<file path="config.mk">
export PLATFORM = sky130hd
export DESIGN_NAME = ast_word_arbiter_flat
export DESIGN_NICKNAME = d
export VERILOG_FILES = /design/src/rtl/ast_word_arbiter_pkg.sv /design/src/rtl/ast_word_arbiter_if.sv /design/src/rtl/ast_word_arbiter_rr_pick.sv /design/src/rtl/ast_word_arbiter.sv /design/src/flat_wrapper.sv
export SDC_FILE = /design/constraint.sdc
export NUM_CORES = 1
export LEC_CHECK = 0
export BUFFER_PORTS_ARGS = -buffer_cell sky130_fd_sc_hd__buf_2
export CAP_MARGIN = 20
export CELL_PAD_IN_SITES_DETAIL_PLACEMENT = 0
export CELL_PAD_IN_SITES_GLOBAL_PLACEMENT = 1
export CORE_MARGIN = 3
export CORE_UTILIZATION = 36
export CTS_CLUSTER_DIAMETER = 150
export DETAILED_ROUTE_END_ITERATION = 8
export GPL_TIMING_DRIVEN = 0
export PLACE_DENSITY = 0.92
export SYNTH_ARGS = -nofsm -noshare
export SYNTH_HDL_FRONTEND = slang
export SYNTH_SLANG_ARGS = --single-unit
</file>
<file path="constraint.sdc">
create_clock -name clk_i -period 7.3 [get_ports clk_i]
set_input_delay 1.46 -clock clk_i [delete_from_list [all_inputs] [get_ports clk_i]]
set_output_delay 1.46 -clock clk_i [all_outputs]
set_load 0.05 [all_outputs]
</file>
<file path="src/rtl/ast_word_arbiter_pkg.sv">
// Shared types and constants for the Avalon-ST word arbiter.
// The word type is sized for the default build.
package ast_arb_pkg;
    typedef enum logic [1:0] {
        ST_IDLE  = 2'd0,
        ST_ISSUE = 2'd1,
        ST_BUSY  = 2'd2
    } state_t;

    localparam int DEF_NUM_REQ      = 4;
    localparam int DEF_BYTE_W       = 8;
    localparam int DEF_DATA_SYMBOLS = 6;
    localparam int PKT_CNT_W        = 32;

    typedef logic [DEF_DATA_SYMBOLS-1:0][DEF_BYTE_W-1:0] word_t;
endpackage

</file>
<file path="src/rtl/ast_word_arbiter_if.sv">
// Requester, sender and status signals of ast_word_arbiter in one bundle.
// master is the arbiter side; slave is the surrounding logic.
interface ast_word_arbiter_if
    import ast_arb_pkg::*;
#(
    parameter int NUM_REQ      = 4,
    parameter int BYTE_W       = 8,
    parameter int DATA_SYMBOLS = 6,
    parameter int TAG_W        = $clog2(NUM_REQ)
);
    // Handshakes: a requester word moves when req_valid_i[i] & req_ready_o[i]
    // at a rising edge; req_ready_o is a one-hot, one-cycle acknowledge.
    // The sender takes data_o on the single-cycle data_valid_o pulse, which
    // is only raised after sender_ready_i was seen high at grant time.
    logic [NUM_REQ-1:0][DATA_SYMBOLS-1:0][BYTE_W-1:0] req_data_i;
    logic [NUM_REQ-1:0]                               req_valid_i;
    logic [NUM_REQ-1:0]                               req_en_i;
    logic [NUM_REQ-1:0]                               req_ready_o;
    logic [DATA_SYMBOLS-1:0][BYTE_W-1:0]              data_o;
    logic                                             data_valid_o;
    logic                                             sender_ready_i;
    logic                                             mon_valid_i;
    logic                                             mon_ready_i;
    logic                                             mon_eop_i;
    logic [TAG_W-1:0]                                 tag_o;
    logic                                             busy_o;
    logic [PKT_CNT_W-1:0]                             pkt_cnt_o;
    logic                                             err_wdog_o;
    logic                                             err_clr_i;
    state_t                                           state_o;

    modport master (
        input  req_data_i, req_valid_i, req_en_i, sender_ready_i,
        input  mon_valid_i, mon_ready_i, mon_eop_i, err_clr_i,
        output req_ready_o, data_o, data_valid_o, tag_o, busy_o,
        output pkt_cnt_o, err_wdog_o, state_o
    );

    modport slave (
        output req_data_i, req_valid_i, req_en_i, sender_ready_i,
        output mon_valid_i, mon_ready_i, mon_eop_i, err_clr_i,
        input  req_ready_o, data_o, data_valid_o, tag_o, busy_o,
        input  pkt_cnt_o, err_wdog_o, state_o
    );
endinterface

</file>
<file path="src/rtl/ast_word_arbiter_rr_pick.sv">
// Combinational round-robin pick: first set bit of elig_i at or above ptr_i,
// wrapping around. Reusable by any arbiter.
module rr_pick #(
    parameter int N     = 4,
    parameter int IDX_W = $clog2(N)
) (
    input  logic [N-1:0]     elig_i,
    input  logic [IDX_W-1:0] ptr_i,
    output logic [N-1:0]     grant_o,
    output logic [IDX_W-1:0] idx_o,
    output logic             any_o
);
    always_comb begin
        grant_o = '0;
        idx_o   = '0;
        any_o   = 1'b0;
        for (int k = 0; k < N; k++) begin
            if (!any_o && elig_i[(int'(ptr_i) + k) % N]) begin
                any_o                           = 1'b1;
                grant_o[(int'(ptr_i) + k) % N]  = 1'b1;
                idx_o                           = IDX_W'((int'(ptr_i) + k) % N);
            end
        end
    end
endmodule

</file>
<file path="src/rtl/ast_word_arbiter.sv">
// Round-robin arbiter sharing one Avalon-ST word sender between NUM_REQ
// producers; tracks packet completion, counts packets and watches for stalls.
module ast_word_arbiter
    import ast_arb_pkg::*;
#(
    parameter int NUM_REQ      = 4,
    parameter int BYTE_W       = 8,
    parameter int DATA_SYMBOLS = 6,
    parameter int TAG_W        = $clog2(NUM_REQ),
    parameter int WDOG_W       = 8
) (
    input  logic               clk_i,
    input  logic               arst_i,
    ast_word_arbiter_if.master bus
);
    typedef logic [DATA_SYMBOLS-1:0][BYTE_W-1:0] arb_word_t;
    localparam logic [WDOG_W-1:0] WDOG_MAX = '1;

    state_t               state_q, state_d;
    arb_word_t            data_q, data_d;
    logic [TAG_W-1:0]     tag_q, tag_d;
    logic [TAG_W-1:0]     rr_ptr_q, rr_ptr_d;
    logic [WDOG_W-1:0]    wdog_q, wdog_d;
    logic                 err_q, err_d;
    logic [PKT_CNT_W-1:0] pkt_cnt_q, pkt_cnt_d;

    logic [NUM_REQ-1:0] elig, pick_grant;
    logic [TAG_W-1:0]   pick_idx;
    logic               pick_any, grant_en, beat, eop_beat, err_set;

    assign elig = bus.req_valid_i & bus.req_en_i;

    rr_pick #(.N(NUM_REQ), .IDX_W(TAG_W)) u_pick (
        .elig_i  (elig),
        .ptr_i   (rr_ptr_q),
        .grant_o (pick_grant),
        .idx_o   (pick_idx),
        .any_o   (pick_any)
    );

    assign grant_en = (state_q == ST_IDLE) && bus.sender_ready_i && pick_any;
    assign beat     = bus.mon_valid_i && bus.mon_ready_i;
    assign eop_beat = beat && bus.mon_eop_i;

    always_comb begin
        state_d   = state_q;
        data_d    = data_q;
        tag_d     = tag_q;
        rr_ptr_d  = rr_ptr_q;
        wdog_d    = wdog_q;
        pkt_cnt_d = pkt_cnt_q;
        err_set   = 1'b0;
        case (state_q)
            ST_IDLE: begin
                wdog_d = '0;
                if (grant_en) begin
                    data_d   = bus.req_data_i[pick_idx];
                    tag_d    = pick_idx;
                    rr_ptr_d = (pick_idx == TAG_W'(NUM_REQ - 1)) ? '0 : pick_idx + TAG_W'(1);
                    state_d  = ST_ISSUE;
                end
            end
            ST_ISSUE: begin
                wdog_d  = '0;
                state_d = ST_BUSY;
            end
            ST_BUSY: begin
                if (eop_beat) begin
                    pkt_cnt_d = pkt_cnt_q + PKT_CNT_W'(1);
                    wdog_d    = '0;
                    state_d   = ST_IDLE;
                end else if (beat) begin
                    wdog_d = '0;
                end else if (wdog_q != WDOG_MAX) begin
                    wdog_d = wdog_q + WDOG_W'(1);
                end
                // Flag only on the cycle the counter first saturates, so a
                // clear during a long stall is not immediately overridden.
                err_set = !eop_beat && (wdog_q != WDOG_MAX) && (wdog_d == WDOG_MAX);
            end
            default: state_d = ST_IDLE;
        endcase
        err_d = err_set ? 1'b1 : (bus.err_clr_i ? 1'b0 : err_q);
    end

    always_ff @(posedge clk_i or posedge arst_i) begin
        if (arst_i) begin
            state_q   <= ST_IDLE;
            data_q    <= '0;
            tag_q     <= '0;
            rr_ptr_q  <= '0;
            wdog_q    <= '0;
            err_q     <= 1'b0;
            pkt_cnt_q <= '0;
        end else begin
            state_q   <= state_d;
            data_q    <= data_d;
            tag_q     <= tag_d;
            rr_ptr_q  <= rr_ptr_d;
            wdog_q    <= wdog_d;
            err_q     <= err_d;
            pkt_cnt_q <= pkt_cnt_d;
        end
    end

    assign bus.req_ready_o  = grant_en ? pick_grant : '0;
    assign bus.data_o       = data_q;
    assign bus.data_valid_o = (state_q == ST_ISSUE);
    assign bus.tag_o        = tag_q;
    assign bus.busy_o       = (state_q != ST_IDLE);
    assign bus.pkt_cnt_o    = pkt_cnt_q;
    assign bus.err_wdog_o   = err_q;
    assign bus.state_o      = state_q;
endmodule

</file>
<file path="src/flat_wrapper.sv">
// flat-port wrapper written by rule: the top's interface ports become plain ports
module ast_word_arbiter_flat import ast_arb_pkg::*;
#(
    parameter int NUM_REQ      = 4,
    parameter int BYTE_W       = 8,
    parameter int DATA_SYMBOLS = 6,
    parameter int TAG_W        = $clog2(NUM_REQ),
    parameter int WDOG_W       = 8
)
  (clk_i, arst_i, bus_req_data_i, bus_req_valid_i, bus_req_en_i, bus_sender_ready_i, bus_mon_valid_i, bus_mon_ready_i, bus_mon_eop_i, bus_err_clr_i, bus_req_ready_o, bus_data_o, bus_data_valid_o, bus_tag_o, bus_busy_o, bus_pkt_cnt_o, bus_err_wdog_o, bus_state_o);
  ast_word_arbiter_if #(.NUM_REQ(NUM_REQ), .BYTE_W(BYTE_W), .DATA_SYMBOLS(DATA_SYMBOLS), .TAG_W(TAG_W)) bus_i ();
  input  logic clk_i;
  input  logic arst_i;
  input wire logic [$bits(bus_i.req_data_i)-1:0] bus_req_data_i;
  input wire logic [$bits(bus_i.req_valid_i)-1:0] bus_req_valid_i;
  input wire logic [$bits(bus_i.req_en_i)-1:0] bus_req_en_i;
  input wire logic [$bits(bus_i.sender_ready_i)-1:0] bus_sender_ready_i;
  input wire logic [$bits(bus_i.mon_valid_i)-1:0] bus_mon_valid_i;
  input wire logic [$bits(bus_i.mon_ready_i)-1:0] bus_mon_ready_i;
  input wire logic [$bits(bus_i.mon_eop_i)-1:0] bus_mon_eop_i;
  input wire logic [$bits(bus_i.err_clr_i)-1:0] bus_err_clr_i;
  output wire logic [$bits(bus_i.req_ready_o)-1:0] bus_req_ready_o;
  output wire logic [$bits(bus_i.data_o)-1:0] bus_data_o;
  output wire logic [$bits(bus_i.data_valid_o)-1:0] bus_data_valid_o;
  output wire logic [$bits(bus_i.tag_o)-1:0] bus_tag_o;
  output wire logic [$bits(bus_i.busy_o)-1:0] bus_busy_o;
  output wire logic [$bits(bus_i.pkt_cnt_o)-1:0] bus_pkt_cnt_o;
  output wire logic [$bits(bus_i.err_wdog_o)-1:0] bus_err_wdog_o;
  output wire logic [$bits(bus_i.state_o)-1:0] bus_state_o;
  assign bus_i.req_data_i = bus_req_data_i;
  assign bus_i.req_valid_i = bus_req_valid_i;
  assign bus_i.req_en_i = bus_req_en_i;
  assign bus_i.sender_ready_i = bus_sender_ready_i;
  assign bus_i.mon_valid_i = bus_mon_valid_i;
  assign bus_i.mon_ready_i = bus_mon_ready_i;
  assign bus_i.mon_eop_i = bus_mon_eop_i;
  assign bus_i.err_clr_i = bus_err_clr_i;
  assign bus_req_ready_o = bus_i.req_ready_o;
  assign bus_data_o = bus_i.data_o;
  assign bus_data_valid_o = bus_i.data_valid_o;
  assign bus_tag_o = bus_i.tag_o;
  assign bus_busy_o = bus_i.busy_o;
  assign bus_pkt_cnt_o = bus_i.pkt_cnt_o;
  assign bus_err_wdog_o = bus_i.err_wdog_o;
  assign bus_state_o = bus_i.state_o;
  ast_word_arbiter #(.NUM_REQ(NUM_REQ), .BYTE_W(BYTE_W), .DATA_SYMBOLS(DATA_SYMBOLS), .TAG_W(TAG_W), .WDOG_W(WDOG_W)) u_core (.clk_i(clk_i), .arst_i(arst_i), .bus(bus_i));
endmodule
</file>
==> results.cfg <==
[cts]
cts_resized = 0
cts_sinks = 95
worstSkewPairLatency_ns = 0.35
cts_root_buf = clkbuf_16
post-cts-setup-buffers = 0
path_clk_slew_ns = 0.08
cts_hold_buffers = 0
cts_tree = yes
h-tree-depth = 3
cts_buffer_depth = 2
tritoncts.num_buffers = 9

[global_routing]
grt.overflow.total = 0
antenna_found_initial = 1
grt_pass1_wl_um = 32300
grt_pass1_vias = 5983
grt_max_degree = 52
grt.total_usage = 0.227

[finish]
fillers = 1565
layout_commonest_cell = buf_2
seq_area_mm2 = 0.00238
multi_input_area_mm2 = 0.00328
fin_nets = 1138
fin_area_mm2 = 0.00803
antenna_cells = 0
final_cell_mix = buf_2 (303), dfrtp_1 (95), nand2_1 (84)
syn_to_final_growth_pct = 35.4
final_layout_size_suffix_gt1_frac = 0.398
finalNonFillerCells = 1141

[critical_path]
crit_buf_inv = 4
worstPathArrival_ns = 3.76
cp_num_cells = 8
reg2reg_depth = 12
cp_slowest_stage_delay_ns = 0.63
worstPathMaxFanout = 10
startpoint = bus_req_valid_i[0]
endpoint_kind = output port
setup.worst_path.class = primary input to output port
r2r-start = u_core.rr_ptr_q[0]
startpoint_type = primary input
critical_path.top_delay_family = buffers and inverters
worst-endpoint-required_ns = 5.84
cpMaxStageDelayCell = o211ai_1
path_cells = buf_2 > nand2_1 > nand3_1 > o211ai_1 > clkbuf_1 > clkbuf_1 > a21oi_1 > buf_2

[synth]
synth-main-ff-cell = dfrtp_1
synth_top_area_cell = dfrtp_1
synth_seq_cells = 95
synth_top_area_share = 0.401
ys_seq_area_frac = 0.401
synth-edff-count = 0
syn_area_mm2 = 0.00593
async_reset_ff_frac = 1.00
syn_nets = 829
synth_warnings = 0
ys_top_cells_by_area = dfrtp_1 (40%), mux2i_1 (6.7%), nor2b_1 (6.7%)
syn_inst = 611
synth.avg_cell_area_um2 = 9.71
synth_cell_type_count = 48

[drt]
wl_met1_um = 8330
viasPerCell = 5.24
top_layer_used = met5
finalWirelength_um = 20800
wl_met2_um = 10200
drcViolationCount = 0
ant_nets = 0
wl_per_cell_um = 18.2
wl_met3_um = 1670
drtPass1Iterations = 5
drt_iter0_markers = 381
route.vias.total = 5974

[placed_design]
placed_area_mm2 = 0.00772
dp_hpwl_um = 16200
dp_cells = 1125
gp_congestion = 0.853
port_buffers = 297

[pwr]
p_switching_mw = 1.69
irDropWorstVdd_uv = 248
powerDensity_mw_per_mm2 = 407
p_leak_nw = 4.03
seq_power_share = 0.238
pwr-share-clk = 0.155
total_power_mw = 3.27
p_int_mw = 1.58
power.share.combinational = 0.607
p_sw_frac = 0.517

[sta]
post-route-period-util = 0.716
finalSetupViolations = 0
max_freq_mhz = 191
relSlewSlack = 0.357
hold_viol = 0
rsz0062_at_grt = false
slew_viol_final = 0
fin_worst_skew_ns = 0.0125
tns_ns = 0
worst_pin_slew_ns = 0.964
period_minus_slack_ns = 5.22

[run]
maxCapViolations = 0

[floorplanning]
start_util = 0.371
die_width_um = 134
die-area_mm2 = 0.0181
core_mm2 = 0.0160
fp-row-count = 46
io_pins = 298
die_h_um = 134

[hold_path]
holdCritPathClass = flip-flop to flip-flop
min_from = u_core.bus.pkt_cnt_o[31]
holdPathStages = 1

[outcome]
status = finished, final reports clean
## sequential cells by signal, indices dropped and copies added (netlist names)
signal / flops
u_core.wdog_q: 8
u_core.bus.tag_o: 2
u_core.bus.err_wdog_o: 1
u_core.bus.state_o: 2
u_core.bus.data_o: 48
u_core.rr_ptr_q: 2
u_core.bus.pkt_cnt_o: 32
## worst paths after layout
path / end / slack [ns]
setup / recovery: bus_req_ready_o[0] / 2.08
setup reg to reg: u_core.bus.data_o[10] / 3.72
hold / removal: u_core.bus.pkt_cnt_o[31] / 0.47
max in group asynchronous: u_core.rr_ptr_q[0] / 5.44
hold reg to reg: u_core.bus.pkt_cnt_o[31] / 0.47
min in group asynchronous: u_core.bus.pkt_cnt_o[25] / 1.18
## power by group through the flow
stage               sequential [mW]  clock (mW)  combinational, mW
floorplan                      1.27           0              0.978
global placement              0.782           0               1.98
detailed placement            0.783           0               2.00
CTS                           0.777       0.516               2.00
global route                  0.798       0.539               2.13
finish                        0.778       0.505               1.98
## kinds of logic (layout without fill, tap and decap cells)
kind of cell	count (synthesis)	count (layout)	share of synthesized area
AND/OR/NAND/NOR	226	226	0.193
AO/OA/AOI/OAI	147	147	0.207
flip-flops	95	95	0.401
buffers and inverters	55	369	0.0464
multiplexers	45	45	0.0827
XOR/XNOR	32	32	0.0472
adder cells (fa/ha/maj)	11	11	0.0232
## cell type report
type,instances,area share
multi-input cells,461,0.408
plain buffers,42,0.0280
inverters,13,0.00654
repair buffers,298,0.189
well taps,216,0.0337
flip-flops and latches,95,0.296
clock inverters,7,0.0108
clock buffers,9,0.0280
## per-layer routing
layer,GRT usage,vias up
li1,-,2848
met1,0.286,2822
met2,0.382,269
met3,0.0548,33
met4,0.0792,2
met5,0,-
## per-stage QoR
step           hold WS (ns)  setup WS [ns]   util
5_1_grt               0.493           1.75  0.502
4_1_cts               0.474           1.99  0.502
3_3_place_gp          0.455           1.95  0.481
3_5_place_dp          0.459           2.00  0.482
2_1_floorplan         0.536           2.66      -
6_report              0.470           2.08  0.502
## cell usage after synthesis, types with 11 or more instances
master and count:
dfrtp_1 95, o221ai_1 20, mux2i_1 40, xnor2_1 21, a211oi_1 41, clkbuf_1 23, nand3_1 15, inv_1 11
nand4_1 12, nor2_1 21, nor2b_1 64, a211oi_2 19, nand2_1 84, o31ai_1 22, xor2_1 11, ha_1 11
## worst reg2reg max path, delay by kind of cell (launching register included)
family	cells	cell delay, ns
simple gates	2	0.33
flops	1	0.43
buf+inv	6	1.90
fa+ha+maj	1	0.32
compound gates	3	0.46
Power figures use the tool's default switching activity.
